`config.mk`:
```
export PLATFORM = sky130hd
export DESIGN_NAME = wb_stage
export DESIGN_NICKNAME = d
export VERILOG_FILES = /design/src/rtl/wb_stage_pkg.sv /design/src/rtl/wb_stage_load_ext.sv /design/src/rtl/wb_stage.sv
export SDC_FILE = /design/constraint.sdc
export NUM_CORES = 1
export LEC_CHECK = 0
export ABC_AREA = 1
export CAP_MARGIN = 20
export CORE_MARGIN = 1
export CORE_UTILIZATION = 33
export CTS_BUF_LIST = sky130_fd_sc_hd__clkbuf_2 sky130_fd_sc_hd__clkbuf_4 sky130_fd_sc_hd__clkbuf_8
export CTS_CLUSTER_DIAMETER = 120
export DETAILED_ROUTE_END_ITERATION = 10
export PLACE_DENSITY_LB_ADDON = 0.05
export SLEW_MARGIN = 20
export SYNTH_ARGS = -nofsm -noshare
export SYNTH_HDL_FRONTEND = slang
export SYNTH_SLANG_ARGS = --single-unit
```
`constraint.sdc`:
```
create_clock -name clk -period 4.4 [get_ports clk]
set_input_delay 0.44 -clock clk [delete_from_list [all_inputs] [get_ports clk]]
set_output_delay 0.44 -clock clk [all_outputs]
set_load 0.01 [all_outputs]
```
`src/rtl/wb_stage_pkg.sv`:
```
// wb_stage_pkg: shared register, load and writeback-state types for the writeback stage
package wb_stage_pkg;
    localparam int Data_Bus = 32;
    localparam logic [Data_Bus-1:0] Zero_Word = '0;
    typedef enum logic [4:0] {
        REG_ZERO, REG_AT, REG_V0, REG_V1, REG_A0, REG_A1, REG_A2, REG_A3,
        REG_T0, REG_T1, REG_T2, REG_T3, REG_T4, REG_T5, REG_T6, REG_T7,
        REG_S0, REG_S1, REG_S2, REG_S3, REG_S4, REG_S5, REG_S6, REG_S7,
        REG_T8, REG_T9, REG_K0, REG_K1, REG_GP, REG_SP, REG_FP, REG_RA
    } reg_enum;
    typedef enum logic [2:0] {LB, LBU, LH, LHU, LW} load_enum;
    typedef enum logic [1:0] {IDLE, WAIT_DATA, DRAIN, WRITE} wb_state;
endpackage

```
`src/rtl/wb_stage_load_ext.sv`:
```
// load_ext: selects the byte/half lane of a read word and sign- or zero-extends it
module load_ext import wb_stage_pkg::*; #(
    parameter int Data_Bus = 32
) (
    input  load_enum            load_type,
    input  logic [1:0]          addr_low,
    input  logic [Data_Bus-1:0] rdata,
    output logic [Data_Bus-1:0] data
);
    logic [7:0]  b;
    logic [15:0] h;
    // pick the addressed lane, then extend according to the load type
    always_comb begin
        b = rdata[{addr_low, 3'b000} +: 8];
        h = addr_low[1] ? rdata[31:16] : rdata[15:0];
        data = load_type == LB  ? {{(Data_Bus-8){b[7]}}, b} :
               load_type == LBU ? {{(Data_Bus-8){1'b0}}, b} :
               load_type == LH  ? {{(Data_Bus-16){h[15]}}, h} :
               load_type == LHU ? {{(Data_Bus-16){1'b0}}, h} : rdata;
    end
endmodule

```
`src/rtl/wb_stage.sv`:
```
// wb_stage: writeback stage that retires results, waits for load data and honours flushes
module wb_stage import wb_stage_pkg::*; #(
    parameter int Data_Bus = 32
) (
    input  logic                clk,
    input  logic                rst,
    input  logic                mem_valid,
    output logic                mem_ready,
    input  logic                mem_wen,
    input  reg_enum             mem_waddr,
    input  logic [Data_Bus-1:0] mem_result,
    input  logic                mem_is_load,
    input  load_enum            mem_load_type,
    input  logic [1:0]          mem_addr_low,
    input  logic [31:0]         mem_pc,
    input  logic                data_ok,
    input  logic [Data_Bus-1:0] data_rdata,
    input  logic                flush,
    output logic                wregs_Enable,
    output reg_enum             wregsAddr,
    output logic [Data_Bus-1:0] wdata,
    output reg_enum             wb_pending_addr,
    output logic                wb_pending,
    output logic [31:0]         debug_wb_pc,
    output logic [3:0]          debug_wb_rf_wen,
    output reg_enum             debug_wb_rf_wnum,
    output logic [Data_Bus-1:0] debug_wb_rf_wdata
);
    wb_state             state_q, state_d;
    logic                wen_q;
    reg_enum             waddr_q;
    load_enum            type_q;
    logic [1:0]          addr_low_q;
    logic [31:0]         pc_q;
    logic [Data_Bus-1:0] data_q, ext_data;
    logic                accept;

    load_ext #(.Data_Bus(Data_Bus)) u_load_ext (
        .load_type(type_q),
        .addr_low (addr_low_q),
        .rdata    (data_rdata),
        .data     (ext_data)
    );

    assign mem_ready = ~flush & (state_q == IDLE || state_q == WRITE);
    assign accept    = mem_valid & mem_ready;

    // next state: a flushed load either drops its data now or drains the late response
    always_comb begin
        state_d = state_q;
        case (state_q)
            IDLE, WRITE: state_d = accept ? (mem_is_load ? WAIT_DATA : WRITE) : IDLE;
            WAIT_DATA:   state_d = flush ? (data_ok ? IDLE : DRAIN) : (data_ok ? WRITE : WAIT_DATA);
            DRAIN:       state_d = data_ok ? IDLE : DRAIN;
            default:     state_d = IDLE;
        endcase
    end

    // state register plus the instruction payload latched on acceptance or load return
    always_ff @(posedge clk or posedge rst) begin
        if (rst) begin
            state_q    <= IDLE;
            wen_q      <= 1'b0;
            waddr_q    <= REG_ZERO;
            type_q     <= LB;
            addr_low_q <= 2'b00;
            pc_q       <= '0;
            data_q     <= '0;
        end else begin
            state_q <= state_d;
            if (accept) begin
                wen_q      <= mem_wen;
                waddr_q    <= mem_waddr;
                type_q     <= mem_load_type;
                addr_low_q <= mem_addr_low;
                pc_q       <= mem_pc;
                data_q     <= mem_result;
            end else if (state_q == WAIT_DATA && data_ok && !flush) begin
                data_q <= ext_data;
            end
        end
    end

    assign wregs_Enable      = state_q == WRITE && wen_q && waddr_q != REG_ZERO;
    assign wregsAddr         = wregs_Enable ? waddr_q : REG_ZERO;
    assign wdata             = wregs_Enable ? data_q : '0;
    assign wb_pending        = state_q == WAIT_DATA;
    assign wb_pending_addr   = wb_pending ? waddr_q : REG_ZERO;
    assign debug_wb_pc       = wregs_Enable ? pc_q : 32'd0;
    assign debug_wb_rf_wen   = {4{wregs_Enable}};
    assign debug_wb_rf_wnum  = wregsAddr;
    assign debug_wb_rf_wdata = wdata;
endmodule
```
==> run metrics <==
worst reg-to-reg setup slack 2.08 ns; non-filler cells, final 1,203; post-layout min period 3.25 ns; PwrDens 356 nW/um2; critical path capture point wdata[29]; clock share of power 0.210; GRT overflow 0; TritonCTS buffer count 9; final critical-path share of the clock period 0.739; TritonRoute pass-1 iters 5; layout overhead on the synthesized area 42.9%; average detailed-routed wire length per instance 13.4 um; Worst Hold Class flip-flop to flip-flop; detailed-placement wirelength estimate 11,600 um; Post-CTS Repair Setup Buffers 0; antenna-violating nets left 0; cell taking the most area after synthesis sky130_fd_sc_hd__dfrtp_1; H-tree levels 3; fraction of layout cells with a size suffix above 1 0.0393; adder-cell share of the synthesized area 0.00713; WP data required 3.96 ns; number of max-cap violations 0; type of element capturing the critical path output pin; post-route worst hold slack 0.481 ns; sequential fraction of design power 0.413; total DRC errors in the routed layout 0; Placement Rows 45; xor and xnor fraction of the mapped netlist area 0; via count of the first global-routing pass 5,175; die span in y 128 um; arrival time at the worst endpoint 2.81 ns; total wire length after detailed routing 16,100 um; Simple-Gate Fraction of Synth Area 0.333; core area 15,400 um2; Final Worst Setup Slack 1.15 ns; post-cts repair resize count 0; worst reg-to-reg path cell count 10; commonest non-fill, non-tap cells in the layout 230 x sky130_fd_sc_hd__clkdlybuf4s50_1, 220 x sky130_fd_sc_hd__nand2_1, 142 x sky130_fd_sc_hd__inv_1; hold-fix buffers at CTS 0; register bit count reported by yosys 77; top cell type's share of synthesized area 0.366; global placer's final weighted congestion 0.862; Internal Dissipation 1.62 mW; clock tree from TritonCTS yes; post-layout power 2.67 mW; clock sinks 77; unrepaired setup endpoints after global routing no; distinct cell type count after synthesis 24; pin count of the biggest net entering global routing 65; number of inserted filler cells in the final layout 1,625; starting DRC count in detailed routing 287; Least-Margin Pin Slew 0.862 ns; sequential-to-total area share from yosys stat 0.366; post-placement cell count 1,187; post-detailed-route via-to-cell ratio 4.43; Die Footprint 16,500 um2; maximum VDD drop 0.000154 V; Port Buffer Count 230; total via count after detailed routing 5,329; Placed Area 7330 um2; fraction of power spent switching nets 0.395; Final setup violation count 0; clk root buf sky130_fd_sc_hd__clkbuf_8; worst setup skew after layout 0.00988 ns; minimum setup slack after placement 1.49 ns; most common cell after layout, fill and taps aside sky130_fd_sc_hd__clkdlybuf4s50_1; final design area excluding fillers 7520 um2; share of the synthesized area in compound gates (AO/OA/AOI/OAI) 0.0741; crit-path max FO 45; cell leakage power 4.03 nW; IO Count 231; Post-Synthesis Net Count 943; switching pwr 1.06 mW; clk slew on worst S/H paths 0.08 ns; Chip Width 128 um; critical path launch point type flip-flop; total of warnings raised by yosys 0; worst r2r src state_q[0]; combinational cell fraction of total power 0.377; number of pins with negative max-slew slack in the final report 0; leading cell types by total area after synthesis sky130_fd_sc_hd__dfrtp_1 37%, sky130_fd_sc_hd__nand2_1 16%, sky130_fd_sc_hd__inv_1 10%; class of the most critical setup path flip-flop to output pin; Final TNS setup 0 ns; Net count, final 1,103; number of antenna violations at the first check in global routing 1; Netlist Area Pre-Place 5270 um2; global-route wire length before repair 26,100 um; count of endpoints failing hold in the final timing report 0; fin util 0.489; proportion of synthesized area in mux cells 0.00428; Synth Instances 827; peak clock frequency supported by timing 308 MHz; dominant combinational cell family by area after synthesis simple AND/OR/NAND/NOR gates; source of the critical timing path state_q[0]; run status finished clean; antenna diode instance count 0; end of the worst register-to-register path data_q[21]; Starting Density 0.343; clock network latency to the later pin of the worst-skew pair 0.37 ns; Avg Inst Size Synth 6.37 um2; Tot GR Track Use 0.204; relative slew slack 0.423; worst-case clock buffer depth 2
cells in the mapped netlist:
cell	count
sky130_fd_sc_hd__dfrtp_1	77
sky130_fd_sc_hd__buf_6	3
sky130_fd_sc_hd__nand2_1	221
sky130_fd_sc_hd__nand2_2	4
sky130_fd_sc_hd__o21ai_1	2
sky130_fd_sc_hd__inv_4	1
sky130_fd_sc_hd__clkinv_1	5
sky130_fd_sc_hd__buf_4	47
sky130_fd_sc_hd__inv_1	143
sky130_fd_sc_hd__nand3_4	1
sky130_fd_sc_hd__nand3_1	80
sky130_fd_sc_hd__buf_1	3
sky130_fd_sc_hd__nor2_2	2
sky130_fd_sc_hd__o21ai_0	34
sky130_fd_sc_hd__inv_2	4
sky130_fd_sc_hd__nor3_1	2
sky130_fd_sc_hd__mux2_2	2
sky130_fd_sc_hd__a21oi_1	42
sky130_fd_sc_hd__buf_2	26
sky130_fd_sc_hd__ha_1	3
sky130_fd_sc_hd__nor2_1	111
sky130_fd_sc_hd__nand4_1	5
sky130_fd_sc_hd__nand3_2	1
sky130_fd_sc_hd__clkbuf_1	8
layer usage:
layer  up-vias  track usage  part of all wire
li1       2756            -                 -
met1      2364        0.260              0.45
met2       183        0.330              0.45
met3        24       0.0543             0.078
met4         2       0.0775             0.021
met5         -            0           0.00068
layout make-up:
class / count / area, um2 / area share
timing repair buffer: 236 / 2350 / 0.312
multi-input combinational: 510 / 2210 / 0.294
sequential: 77 / 1930 / 0.256
inverter: 153 / 578 / 0.0768
tap: 211 / 264 / 0.0351
clock buffer: 12 / 165 / 0.0220
clock inverter: 4 / 30.0 / 0.00399
worst min-delay path by stage:
stage / from / endpoint / cells past startpoint
6_report: data_q[20] / data_q[20] / 2
5_1_grt: data_q[20] / data_q[20] / 2
4_1_cts: data_q[20] / data_q[20] / 2
3_5_place_dp: data_q[23] / data_q[23] / 2
3_3_place_gp: data_q[2] / data_q[2] / 2
2_1_floorplan: data_q[0] / data_q[0] / 2
cells by family after synthesis:
group,count (synthesis)
buffers and inverters,240
AND/OR/NAND/NOR,427
AO/OA/AOI/OAI,78
flip-flops,77
multiplexers,2
adder cells (fa/ha/maj),3
power by group through the flow:
stage | logic [mW] | registers [mW] | clock network (mW)
3_3_place_gp | 1.02 | 1.11 | 0
2_1_floorplan | 0.766 | 1.05 | 0
4_1_cts | 1.02 | 1.10 | 0.579
3_5_place_dp | 1.02 | 1.12 | 0
6_report | 1.01 | 1.10 | 0.561
5_1_grt | 1.18 | 1.14 | 0.607
worst max-delay path, cell delays in order, from the launching register on:
cell	delay [ns]
sky130_fd_sc_hd__dfrtp_1	0.41
sky130_fd_sc_hd__ha_1	0.20
sky130_fd_sc_hd__nand2_1	0.10
sky130_fd_sc_hd__inv_1	0.06
sky130_fd_sc_hd__nand2_2	0.62
sky130_fd_sc_hd__buf_4	0.41
sky130_fd_sc_hd__nor2_1	0.10
sky130_fd_sc_hd__clkdlybuf4s50_1	0.49
sequential cells by signal, indices dropped and copies added, names as in the netlist:
name and count:
wen_q 1, data_q 32, state_q 2, pc_q 32, waddr_q 5, addr_low_q 2
type_q 3
Power figures use the tool's default switching activity.
